`src/rtl/apb_regfile_slave.sv`:
```
// rtl/apb_regfile_slave.sv - APB completer with ID word and RW register file; option APB_WAIT_STATES_EN adds wait states
module apb_regfile_slave #(
    parameter int          SEL_IDX     = 0,
    parameter int          NREGS       = 8,
    parameter logic [31:0] ID_VALUE    = 32'hA9B0_0001,
    parameter int          WAIT_CYCLES = 2
) (
    input  logic                 hclk,
    input  logic                 hreset,
    input  logic [2:0]           psel,
    input  logic                 penable,
    input  logic                 pwrite,
    input  logic [31:0]          paddr,
    input  logic [31:0]          pwdata,
    output logic [31:0]          prdata,
    output logic                 pready,
    output logic                 pslverr,
    output logic [NREGS*32-1:0]  reg_out,
    output logic                 proto_err
);

    localparam int IDX_W = $clog2(NREGS);

    localparam logic [1:0] ST_IDLE   = 2'd0;
    localparam logic [1:0] ST_ACCESS = 2'd1;
    localparam logic [1:0] ST_WAIT   = 2'd2;

    logic [1:0]       state;
    logic [1:0]       state_next;
    logic [1:0]       setup_target;
    logic             sel;
    logic             setup;
    logic             access;
    logic [IDX_W-1:0] idx_lo;
    logic             dec_err;
    logic [31:0]      live_rd;
    logic [IDX_W-1:0] lat_idx;
    logic             lat_write;
    logic [31:0]      lat_wdata;
    logic             lat_err;
    logic             wr_en;
    logic             unused_psel;

    assign sel    = psel[SEL_IDX];
    assign setup  = sel & ~penable;
    assign access = sel & penable;
    assign unused_psel = ^psel;

    assign idx_lo  = paddr[IDX_W+1:2];
    assign dec_err = (paddr[1:0] != 2'b00)
                   | (paddr[31:2] >= 30'(NREGS))
                   | (pwrite & (paddr[31:2] == 30'd0));
    assign live_rd = reg_out[{idx_lo, 5'd0} +: 32];

    assign pready  = (state == ST_ACCESS) & access;
    assign pslverr = pready & lat_err;
    assign wr_en   = pready & lat_write & ~lat_err;

`ifdef APB_WAIT_STATES_EN
    logic [3:0]  wait_cnt;
    logic [31:0] lat_rd;
    logic        wait_done;

    assign lat_rd       = reg_out[{lat_idx, 5'd0} +: 32];
    assign wait_done    = (state == ST_WAIT) & access & (wait_cnt == 4'd1);
    assign setup_target = ST_WAIT;

    always_ff @(posedge hclk or posedge hreset) begin
        if (hreset) begin
            wait_cnt <= 4'd0;
        end else if (setup) begin
            wait_cnt <= 4'(WAIT_CYCLES);
        end else if ((state == ST_WAIT) && access) begin
            wait_cnt <= wait_cnt - 4'd1;
        end
    end
`else
    assign setup_target = ST_ACCESS;
`endif

    // A setup can only appear while no access is present, so it always
    // (re)starts a transfer, aborting whatever was pending.
    always_comb begin
        state_next = state;
        case (state)
            ST_IDLE:   state_next = setup ? setup_target : ST_IDLE;
            ST_ACCESS: state_next = (!access && setup) ? setup_target : ST_IDLE;
`ifdef APB_WAIT_STATES_EN
            ST_WAIT: begin
                if (access) begin
                    state_next = wait_done ? ST_ACCESS : ST_WAIT;
                end else begin
                    state_next = setup ? setup_target : ST_IDLE;
                end
            end
`endif
            default:   state_next = ST_IDLE;
        endcase
    end

    always_ff @(posedge hclk or posedge hreset) begin
        if (hreset) begin
            state     <= ST_IDLE;
            prdata    <= 32'd0;
            lat_idx   <= '0;
            lat_write <= 1'b0;
            lat_wdata <= 32'd0;
            lat_err   <= 1'b0;
            proto_err <= 1'b0;
        end else begin
            state <= state_next;
            if (setup) begin
                lat_idx   <= idx_lo;
                lat_write <= pwrite;
                lat_wdata <= pwdata;
                lat_err   <= dec_err;
                prdata    <= (dec_err | pwrite) ? 32'd0 : live_rd;
            end
`ifdef APB_WAIT_STATES_EN
            else if (wait_done) begin
                prdata <= (lat_err | lat_write) ? 32'd0 : lat_rd;
            end
`endif
            if (((state == ST_IDLE) && access) || ((state != ST_IDLE) && !access)) begin
                proto_err <= 1'b1;
            end
        end
    end

    assign reg_out[31:0] = ID_VALUE;

    for (genvar i = 1; i < NREGS; i++) begin : g_word
        logic [31:0] word_q;

        always_ff @(posedge hclk or posedge hreset) begin
            if (hreset) begin
                word_q <= 32'd0;
            end else if (wr_en && (lat_idx == IDX_W'(i))) begin
                word_q <= lat_wdata;
            end
        end

        assign reg_out[32*i +: 32] = word_q;
    end

endmodule

```
`config.mk`:
```
export PLATFORM = sky130hd
export DESIGN_NAME = apb_regfile_slave
export DESIGN_NICKNAME = d
export VERILOG_FILES = /design/src/rtl/apb_regfile_slave.sv
export SDC_FILE = /design/constraint.sdc
export NUM_CORES = 1
export LEC_CHECK = 0
export ABC_CLOCK_PERIOD_IN_PS = 25400
export BUFFER_PORTS_ARGS = -buffer_cell sky130_fd_sc_hd__buf_2
export CORE_MARGIN = 4
export CORE_UTILIZATION = 30
export CTS_CLUSTER_SIZE = 30
export DETAILED_ROUTE_END_ITERATION = 12
export PLACE_DENSITY_LB_ADDON = 0.1
export SYNTH_ARGS = -nofsm -noshare
export SYNTH_HDL_FRONTEND = slang
export SYNTH_SLANG_ARGS = --single-unit
```
`constraint.sdc`:
```
create_clock -name hclk -period 25.4 [get_ports hclk]
set_clock_uncertainty 0.15 [all_clocks]
set_input_delay 5.08 -clock hclk [delete_from_list [all_inputs] [get_ports hclk]]
set_output_delay 5.08 -clock hclk [all_outputs]
set_load 0.005 [all_outputs]
```
[Yosys cells after proc, flatten, opt, wreduce, memory -nomap -nowiden]
Cells that the tools add are included.
Word-level totals
  word-level logic and storage cells: 56
  latch bits: 0
  memory bits (writable): 0
  flip-flop bits (word level): 296
  bits of input ports: 71
  memory bits (read-only): 0
  memories kept: 0
Cells by class
  reduce and logical (&&, ||, !) cells: 16
  bitwise gates (word level): 12
  $lt $le $gt $ge: 1
  shifts and indexed selects: 1
  divide/modulo/power cells: 0
  add/sub/neg operators: 0
  $mul: 0
  equality and inequality tests: 8
  mux-type cells: 4
Operator list (count)
  indexed part select 256 x 9 -> 32 bit: 1
  2-to-1 mux 32 bit: 1
  greater-or-equal comparator 30 x 4 -> 1 bit (second input constant): 1
  logical NOT 30 bit: 1
  equality test 3 bit (second input constant): 4
  logical AND 1 bit: 10
  AND 1 bit: 7
  equality test 3 x 2 -> 1 bit (second input constant): 2
  nonzero test 2 bit: 2
  equality test 3 x 1 -> 1 bit (second input constant): 1
  bitwise OR 1 bit: 3
  equality test 2 x 1 -> 1 bit (second input constant): 1
  logical NOT 2 bit: 1
  2-to-1 mux 1 bit: 2
  NOT 1 bit: 2
  one-hot mux 1 bit (2 select lines): 1
  logical NOT 1 bit: 1
  logical OR 1 bit: 1

[Logic depth before layout (Yosys ltp)]
Gate-level depths: netlist of run 1.
  depth after elaboration: 5
  depth in mapped cells: 7

[Worst setup path before layout of run 1]
OpenSTA, ideal clock, no wires.
  path type: input to output
  start point: input port penable
  end point: output port pslverr
  arrival: 5.600 ns
  path buffers: 0
  stages: 3
  path slack: 14.570 ns
  data required time: 20.170 ns
  path through: and2_1 ha_1 and2_1
Between the ends
  longest elaborated chain between the ends: 3
Ends and longest elaborated chain
  start, declared: line 11  | input logic penable,
  AND 1 bit: line 46  | assign access = sel & penable;
  AND 1 bit: line 55  | assign pready = (state == ST_ACCESS) & access;
  via pready: line 16  | output logic pready,
  AND 1 bit: line 56  | assign pslverr = pready & lat_err;
  end, declared: line 17  | output logic pslverr,
The timed path passes the listed nets, and every way through them passes these cells.

[Final worst setup path of run 1]
  start point: input port penable
  end point: output port pslverr
Between the ends
  longest elaborated chain between the ends: 3
Ends and longest elaborated chain (line)
  AND 1 bit: 46
  AND 1 bit: 55
  AND 1 bit: 56
Every way passes these cells.

==> flow_summary.ini, run 1 <==
[sta]
min_period_ns = 11.15
fin_setup_tns_ns = 0
slew-limit-headroom_pct = 23.28
worstMarginPinSlew_ns = 1.146
report.final.setup_viol = 0
drv_slew = 0
timing.fmax_mhz = 89.72
fin_crit_sh_pct = 43.88
hold_viol = 0
rsz0062_at_grt = false

[worst_setup_path]
cpPeakStageDelay_ns = 0.26
critPathLaunchType = input port
critPathRequiredTime_ns = 20.17
slowest_stage = ha_1
cp_max_fo = 4
worstSetupPathType = in -> out
path_buf_inv = 2
critPathTopFamily = simple AND/OR/NAND/NOR gates
cp.arrival_ns = 5.92
cp-end-kind = primary output
crit_chain = buf_2, and2_1, ha_1, and2_1, buf_2

[routing]
drc = 0
routed_wl_um = 45560
dr_total_vias = 9360
ant_nets = 0
drt-pass1-iter-count = 4
post_drt_wl_per_cell_um = 23.52
drtIter0Drc = 510
viasPerCell = 4.832

[grt]
grt_overflow = 0
grt_pass1_vias = 9808
antenna_found_initial = 1
grt_pass1_wl_um = 67480
grtUsageTotal_pct = 18.92
grt_max_degree = 98

[worst_hold_path]
hp-class = reg -> reg

[floorplan]
die_h_um = 217.8
dieArea_um2 = 47420
ios = 362
coreArea_um2 = 43270
initial_utilization_pct = 30.51
fp.dieW_um = 217.8
num_rows = 76

[pwr]
ir_drop_uv = 34.83
leakagePower_nw = 8.967
p_total_w = 0.001145
powerDensity_nw_per_um2 = 68.94

[placed_design]
globalplace.congestion = 0.7511
dp_cells = 1871
numPortBuffers = 327
place_area_um2 = 15340
hpwl_um = 28920

[cts]
cts.sinks = 295
post_cts_buffers = 0
cts-htree-levels = 2
cts_hold_buffers = 0
clk_pin_slew_ns = 0.06
cts_tree = done
cts_resized = 0
clk_latency_ns = 0.54
clock_path_buffers = 3
cts_buffers = 36
clockRootBuffer = clkbuf_16

[run_status]
outcome = finished, final reports clean

[cells_and_area]
fin_util_pct = 38.40
nNetsFinal = 1396
n_fill_cell = 4291
final_cell_mix = buf_2, dfrtp_1, mux2_2
syn2layout_area_growth_pct = 25.86
stdcell_count = 1937
layout-drive-gt1-share_pct = 52.37
diodes = 0
stdcell_area_um2 = 16610
mostFrequentLayoutCell = buf_2

[flow_run]
cap_viol_max_count = 0

[logic_synthesis]
syn_area_per_cell_um2 = 13.11
synthesis.area_um2 = 13200
async_reset_ff_share_pct = 100.0
ys_warn_count = 0
synth_seq_area_share_pct = 55.93
ys_seq_elements = 295
synth_edf_count = 0
syn_inst = 1007
ys_types = 38
synth_ff_type = dfrtp_1
[sequential cells by signal (all words and copies together) (netlist names)]
name and flops:
state 1, lat_idx 3, proto_err 1, lat_wdata 32, prdata 32, lat_write 1, g_word.word_q 224, lat_err 1
[metrics by stage]
| stage | setup slack [ns] | hold WS, ns |
|---|---|---|
| 2_1_floorplan | 12.02 | 0.3149 |
| 3_3_place_gp | 14.26 | 0.3031 |
| 5_1_grt | 14.21 | 0.3400 |
| 6_report | 14.25 | 0.3216 |
| 4_1_cts | 14.24 | 0.3246 |
| 3_5_place_dp | 14.25 | 0.3025 |
[routing by layer]
layer | share of wire [%] | global-route usage (%)
met2 | 47 | 30.35
met4 | 1.8 | 4.908
met3 | 6.2 | 4.612
met1 | 45 | 25.86
met5 | 0.029 | 0
[layout make-up]
| cell class | count | area [um2] | share of cell area [%] |
|---|---|---|---|
| flip-flops and latches | 295 | 7382 | 44.44 |
| well taps | 585 | 732.0 | 4.406 |
| clock inverters | 6 | 87.58 | 0.5272 |
| inverters | 10 | 45.04 | 0.2711 |
| repair buffers | 350 | 1814 | 10.92 |
| clock buffers | 60 | 1182 | 7.118 |
| multi-input cells | 631 | 5369 | 32.32 |
[worst register-to-register path, stage by stage, from the launching register on]
cell and delay, ns:
dfrtp_1 0.33, ha_1 0.28, nand4b_1 0.37, nor3b_4 0.76
buf_4 0.60, mux2_2 0.43
[synthesized netlist by cell type, types with 2 or more instances]
library cell  instances  area share, %
dfrtp_1             295             56
mux2_2              264             23
nand2_1             144            4.1
clkbuf_1             37            1.1
buf_4                35            2.0
mux2i_1              34            2.6
a221oi_1             22            1.5
buf_2                22           0.83
o22ai_1              22            1.0
a21oi_1              20           0.76
o31ai_1              18            1.0
o41ai_2              12            1.5
a211oi_1             10           0.57
mux4_2               10            1.7
nor2_1               10           0.28
inv_1                 9           0.26
nor4_1                5           0.24
buf_1                 4           0.11
nor3_1                3           0.11
and2_1                2          0.095
buf_6                 2           0.17
conb_1                2          0.057
mux2_1                2           0.17
nand2b_1              2          0.095
nand3b_1              2           0.11
nand4_1               2          0.095
nor2b_1               2          0.095
nor3b_2               2           0.19
nor4_2                2           0.19
o41ai_1               2           0.13
or3_1                 2          0.095
[where the power goes]
| part | switching [W] | leakage [nW] | total, W | internal, W |
|---|---|---|---|---|
| clock | 0.000205 | 0.630 | 0.000543 | 0.000337 |
| combinational | 0.0000497 | 4.29 | 0.0000861 | 0.0000364 |
| sequential | 0.0000261 | 4.04 | 0.000517 | 0.000490 |
[path summary, 6_finish.rpt]
check / from / to / slack (ns) / cells past startpoint
max in group asynchronous: hreset / lat_wdata[22] / 18.30 / 4
setup / recovery: penable / pslverr / 14.25 / 5
min in group asynchronous: hreset / g_word[6].word_q[11] / 4.47 / 2
hold / removal: proto_err / proto_err / 0.32 / 1
setup reg to reg: state[0] / g_word[6].word_q[17] / 22.36 / 5
hold reg to reg: proto_err / proto_err / 0.32 / 1
[cell families after synthesis]
kind of cell | synth area share (%)
other | 0.05690
muxes | 26.98
and+or+nand+nor | 5.877
AOI/OAI and AO/OA | 6.503
DFF | 55.93
adders and majority gates | 0.09478
buffers and inverters | 4.560
Note: power is estimated with default switching activity, not from simulation.
==> run 2: changes to the inputs <==
--- a/config.mk
+++ b/config.mk
@@ -5,7 +5,8 @@
 export SDC_FILE = /design/constraint.sdc
 export NUM_CORES = 1
 export LEC_CHECK = 0
-export ABC_CLOCK_PERIOD_IN_PS = 25400
+export ABC_AREA = 1
+export ABC_CLOCK_PERIOD_IN_PS = 11300
 export BUFFER_PORTS_ARGS = -buffer_cell sky130_fd_sc_hd__buf_2
 export CORE_MARGIN = 4
 export CORE_UTILIZATION = 30
==> constraint.sdc (replaced) <==
create_clock -name hclk -period 11.3 [get_ports hclk]
set_clock_uncertainty 0.15 [all_clocks]
set_input_delay 2.26 -clock hclk [delete_from_list [all_inputs] [get_ports hclk]]
set_output_delay 2.26 -clock hclk [all_outputs]
set_load 0.005 [all_outputs]
==> flow_summary.ini, run 2 <==
[run_status]
outcome = finished, final reports clean

[worst_setup_path]
cpPeakStageDelay_ns = 0.21
cp-end-kind = primary output
cp_max_fo = 3
critical_path.endpoint = pslverr
crit_chain = buf_2, nand2_1, inv_1, ha_1, nand2_1, inv_1, buf_2
worstSetupPathType = in -> out
slowest_stage = ha_1
crit_path_start = penable
reg2reg_from = state[0]
critPathRequiredTime_ns = 8.89
critPathLaunchType = input port
cp.arrival_ns = 2.91
ff2ff_setup_slack_ns = 8.66
r2r_end = g_word[4].word_q[2]
ff2ff_path_depth = 7

[grt]
grt_overflow = 0
grt_pass1_vias = 11510
grtUsageTotal_pct = 20.36
grt_max_degree = 93
grt_pass1_wl_um = 74600
antenna_found_initial = 0

[floorplan]
fp.dieW_um = 220.0
num_rows = 77
coreArea_um2 = 44320
ios = 362
dieArea_um2 = 48390
initial_utilization_pct = 30.42
die_h_um = 220.0

[logic_synthesis]
ys_warn_count = 0
syn_inst = 1674
synthesis.area_um2 = 13480
async_reset_ff_share_pct = 100.0
ys_top_cells_by_count = nand2_1, dfrtp_1, o21ai_0
synth_seq_area_share_pct = 54.76
synthTopCellsByArea = dfrtp_1, nand2_1, o21ai_0, nand3_1, inv_1
ys_types = 26
yosysTopAreaCell = dfrtp_1
yosysMostFrequentCell = nand2_1
synth_top_area_share_pct = 54.76
synth_edf_count = 0
syn_area_per_cell_um2 = 8.053
synth_ff_type = dfrtp_1
ys_seq_elements = 295

[routing]
dr_total_vias = 11830
drc = 0
drtIter0Drc = 832
routed_wl_um = 49940
ant_nets = 0
drt-pass1-iter-count = 6
viasPerCell = 4.592
post_drt_wl_per_cell_um = 19.39

[cts]
post_cts_buffers = 0
cts_hold_buffers = 0
clk_latency_ns = 0.54
cts_tree = done
clk_pin_slew_ns = 0.06
cts_resized = 0
cts-htree-levels = 2
clock_path_buffers = 3
cts_buffers = 36
cts.sinks = 295
clockRootBuffer = clkbuf_16

[sta]
worstMarginPinSlew_ns = 1.034
min_period_ns = 5.318
rsz0062_at_grt = false
timing.fmax_mhz = 188.1
report.final.setup_viol = 0
fin_crit_sh_pct = 47.06
drv_slew = 0
hold_viol = 0
fin_setup_tns_ns = 0
slew-limit-headroom_pct = 31.07

[cells_and_area]
largest-register = g_word.word_q
mostFrequentLayoutCell = nand2_1
layout-drive-gt1-share_pct = 22.03
largestRegisters = g_word.word_q x224, lat_wdata x32, prdata x32
diodes = 0
largest_register_ffs = 224
syn2layout_area_growth_pct = 23.60
nNetsFinal = 2030
final_cell_mix = nand2_1, buf_2, dfrtp_1

[pwr]
p_total_w = 0.002402
leakagePower_nw = 8.550
ir_drop_uv = 87.14
powerDensity_nw_per_um2 = 144.2

[flow_run]
cap_viol_max_count = 0

[placed_design]
numPortBuffers = 327
hpwl_um = 30210
globalplace.congestion = 0.7587

[worst_hold_path]
hp-class = reg -> reg
[run 2: kinds of logic (layout without fill, tap and decap cells)]
kind of cell / count (synthesis) / in the layout / synth area share (%)
simple gates: 796 / 796 / 24.27
flops: 295 / 295 / 54.76
compound gates: 294 / 294 / 11.49
buf+inv: 286 / 566 / 9.328
other cells: 2 / 32 / 0.05571
fa+ha+maj: 1 / 1 / 0.09280
[run 2: per-layer routing]
layer	vias up	wire, um	GRT usage, %
met5	-	0	0
met4	0	872	4.312
met3	55	3569	5.336
met2	372	22920	32.49
met1	5604	22570	28.02
li1	5797	-	-
[run 2: worst min-delay path by stage]
stage | startpoint | end | slack [ns] | depth (start not counted)
2_1_floorplan | lat_write | lat_write | 0.30 | 2
3_3_place_gp | proto_err | proto_err | 0.31 | 1
3_5_place_dp | proto_err | proto_err | 0.31 | 1
4_1_cts | proto_err | proto_err | 0.33 | 1
5_1_grt | proto_err | proto_err | 0.35 | 1
6_report | proto_err | proto_err | 0.33 | 1
[run 2: cell type report]
type / instances / area (um2)
Inverter: 155 / 590.6
Multi-Input combinational cell: 1123 / 5014
Fill cell: 4736 / 27660
Timing Repair Buffer: 347 / 1792
Sequential cell: 295 / 7382
Clock buffer: 57 / 1072
Clock inverter: 7 / 71.32
Tap cell: 592 / 740.7
[run 2: through the flow]
step / util (%) / hold WS (ns) / cells / setup WS (ns) / cell area (um2)
2_1_floorplan: - / 0.3034 / 1704 / 0.7425 / 13590
3_3_place_gp: 35.02 / 0.3070 / 2512 / 5.992 / 15520
3_5_place_dp: 35.02 / 0.3090 / 2512 / 5.964 / 15520
4_1_cts: 37.60 / 0.3333 / 2576 / 5.959 / 16660
5_1_grt: 37.60 / 0.3515 / 2576 / 5.908 / 16660
6_report: 37.60 / 0.3306 / 2576 / 5.982 / 16660
[run 2: critical path: cells and delay by family]
family,cells,cell delay [ns]
simple gates,2,0.14
buf+inv,4,0.30
fa+ha+maj,1,0.21
[run 2: where the power goes]
part	switching, W	internal, W
logic	0.000133	0.0000416
registers	0.0000108	0.00108
clock network	0.000465	0.000675
==> run 3: changes to the inputs <==
--- a/config.mk
+++ b/config.mk
@@ -5,8 +5,8 @@
 export SDC_FILE = /design/constraint.sdc
 export NUM_CORES = 1
 export LEC_CHECK = 0
-export ABC_AREA = 1
-export ABC_CLOCK_PERIOD_IN_PS = 11300
+export ABC_AREA = 0
+export ABC_CLOCK_PERIOD_IN_PS = 5300
 export BUFFER_PORTS_ARGS = -buffer_cell sky130_fd_sc_hd__buf_2
 export CORE_MARGIN = 4
 export CORE_UTILIZATION = 30
==> constraint.sdc (replaced) <==
create_clock -name hclk -period 5.3 [get_ports hclk]
set_clock_uncertainty 0.15 [all_clocks]
set_input_delay 1.06 -clock hclk [delete_from_list [all_inputs] [get_ports hclk]]
set_output_delay 1.06 -clock hclk [all_outputs]
set_load 0.005 [all_outputs]
==> flow_summary.ini, run 3 (synthesis gave the netlist of run 1 again) <==
[floorplan]
dieArea_um2 = 47420
fp.dieW_um = 217.8
ios = 362
initial_utilization_pct = 30.51
coreArea_um2 = 43270
die_h_um = 217.8
num_rows = 76

[run_status]
outcome = finished, final reports clean

[cells_and_area]
layout-drive-gt1-share_pct = 52.37
final_cell_mix = buf_2, dfrtp_1, mux2_2
largestRegisters = g_word.word_q x224, lat_wdata x32, prdata x32
stdcell_area_um2 = 16610
largest_register_ffs = 224
nNetsFinal = 1401
syn2layout_area_growth_pct = 25.83
mostFrequentLayoutCell = buf_2
largest-register = g_word.word_q
diodes = 0

[sta]
report.final.setup_viol = 0
timing.hold.ws_ns = 0.3200
hold_viol = 0
rsz0062_at_grt = false
fin_setup_tns_ns = 0
fin_crit_sh_pct = 60.66
worstMarginPinSlew_ns = 1.046
min_period_ns = 3.215
drv_slew = 0
timing.fmax_mhz = 311.0
slew-limit-headroom_pct = 29.93

[grt]
grt_max_degree = 120
grtUsageTotal_pct = 19.01
grt_pass1_vias = 9802
antenna_found_initial = 2
grt_overflow = 0
grt_pass1_wl_um = 67570

[cts]
cts-htree-levels = 2
clock_path_buffers = 3
clockRootBuffer = clkbuf_16
post_cts_buffers = 0
cts_resized = 0
cts_buffers = 38
clk_pin_slew_ns = 0.05
clk_latency_ns = 0.55
cts_hold_buffers = 0
cts_tree = done
cts.sinks = 295

[worst_hold_path]
worstHoldStart = proto_err
hp-class = reg -> reg

[placed_design]
numPortBuffers = 327
place_area_um2 = 15400
globalplace.congestion = 0.7610
hpwl_um = 29580

[worst_setup_path]
cp.arrival_ns = 3.48
crit_path_start = psel[0]
reg2reg_from = state[0]
critPathRequiredTime_ns = 5.56
worstSetupPathType = in -> reg
critPathLaunchType = input port
cp_max_fo = 19
cp-end-kind = register

[routing]
routed_wl_um = 45690
post_drt_wl_per_cell_um = 23.59
drc = 0
viasPerCell = 4.807
ant_nets = 0
drt-pass1-iter-count = 4
drtIter0Drc = 398
dr_total_vias = 9311

[pwr]
pwr-share-seq_pct = 45.6
ir_drop_uv = 204.1
pwr-share-comb_pct = 7.7
leakagePower_nw = 8.954
power_switching_w = 0.001368
clkPwrFrac_pct = 46.7
powerDensity_nw_per_um2 = 326.6
p_sw_share_pct = 25.23
p_total_w = 0.005424
p_int_w = 0.004055

[flow_run]
cap_viol_max_count = 0
-- run 3: cell count changes in the layout (fill, tap and decap cells not counted), sizes merged, moves of 34 or more --
cell,previous run,this run
nand2,573,144
mux2,0,266
o21ai,261,1
inv,154,10
nand3,131,0
nor2,62,10
mux2i,0,34
-- run 3: metrics by stage --
stage          setup slack, ns  cells  util (%)
2_1_floorplan           0.1729   1037         -
3_3_place_gp             1.513   1874     35.59
3_5_place_dp             1.482   1874     35.59
4_1_cts                  2.067   1937     38.39
5_1_grt                  1.965   1937     38.39
6_report                 2.085   1937     38.39
-- run 3: final timing paths --
check	endpoint	slack [ns]	cells past startpoint
max	g_word[4].word_q[6]	2.09	7
max in group asynchronous	g_word[5].word_q[3]	3.61	3
min in group asynchronous	g_word[7].word_q[11]	0.38	2
max reg2reg	g_word[4].word_q[6]	2.51	5
min	proto_err	0.32	1
min reg2reg	proto_err	0.32	1
-- run 3: layout make-up --
type,instances,area [um2]
clock buffer,55,1136
clock inverter,8,73.82
fill,4263,26660
inverter,10,41.29
multi-input combinational,631,5369
sequential,295,7382
tap,585,732.0
timing repair buffer,353,1874
-- run 3: critical path, cell delays in order --
cell,delay (ns)
buf_2,0.11
and2_1,0.12
ha_1,0.25
nand4b_1,0.34
or3_2,0.90
buf_4,0.38
mux2_2,0.30
-- run 3: routing by layer --
layer | vias to the layer above | part of all wire (%) | track usage, %
li1 | 4196 | - | -
met3 | 67 | 6.5 | 4.960
met2 | 288 | 47 | 30.82
met1 | 4756 | 44 | 25.18
met4 | 4 | 2.5 | 5.709
met5 | - | 0.068 | 0
-- run 3: power groups by stage --
stage | registers, W | clock network (W) | logic (W)
2_1_floorplan | 0.00248 | 0 | 0.000253
3_3_place_gp | 0.00252 | 0 | 0.000427
3_5_place_dp | 0.00252 | 0 | 0.000429
4_1_cts | 0.00248 | 0.00262 | 0.000429
5_1_grt | 0.00249 | 0.00271 | 0.000464
6_report | 0.00248 | 0.00253 | 0.000416
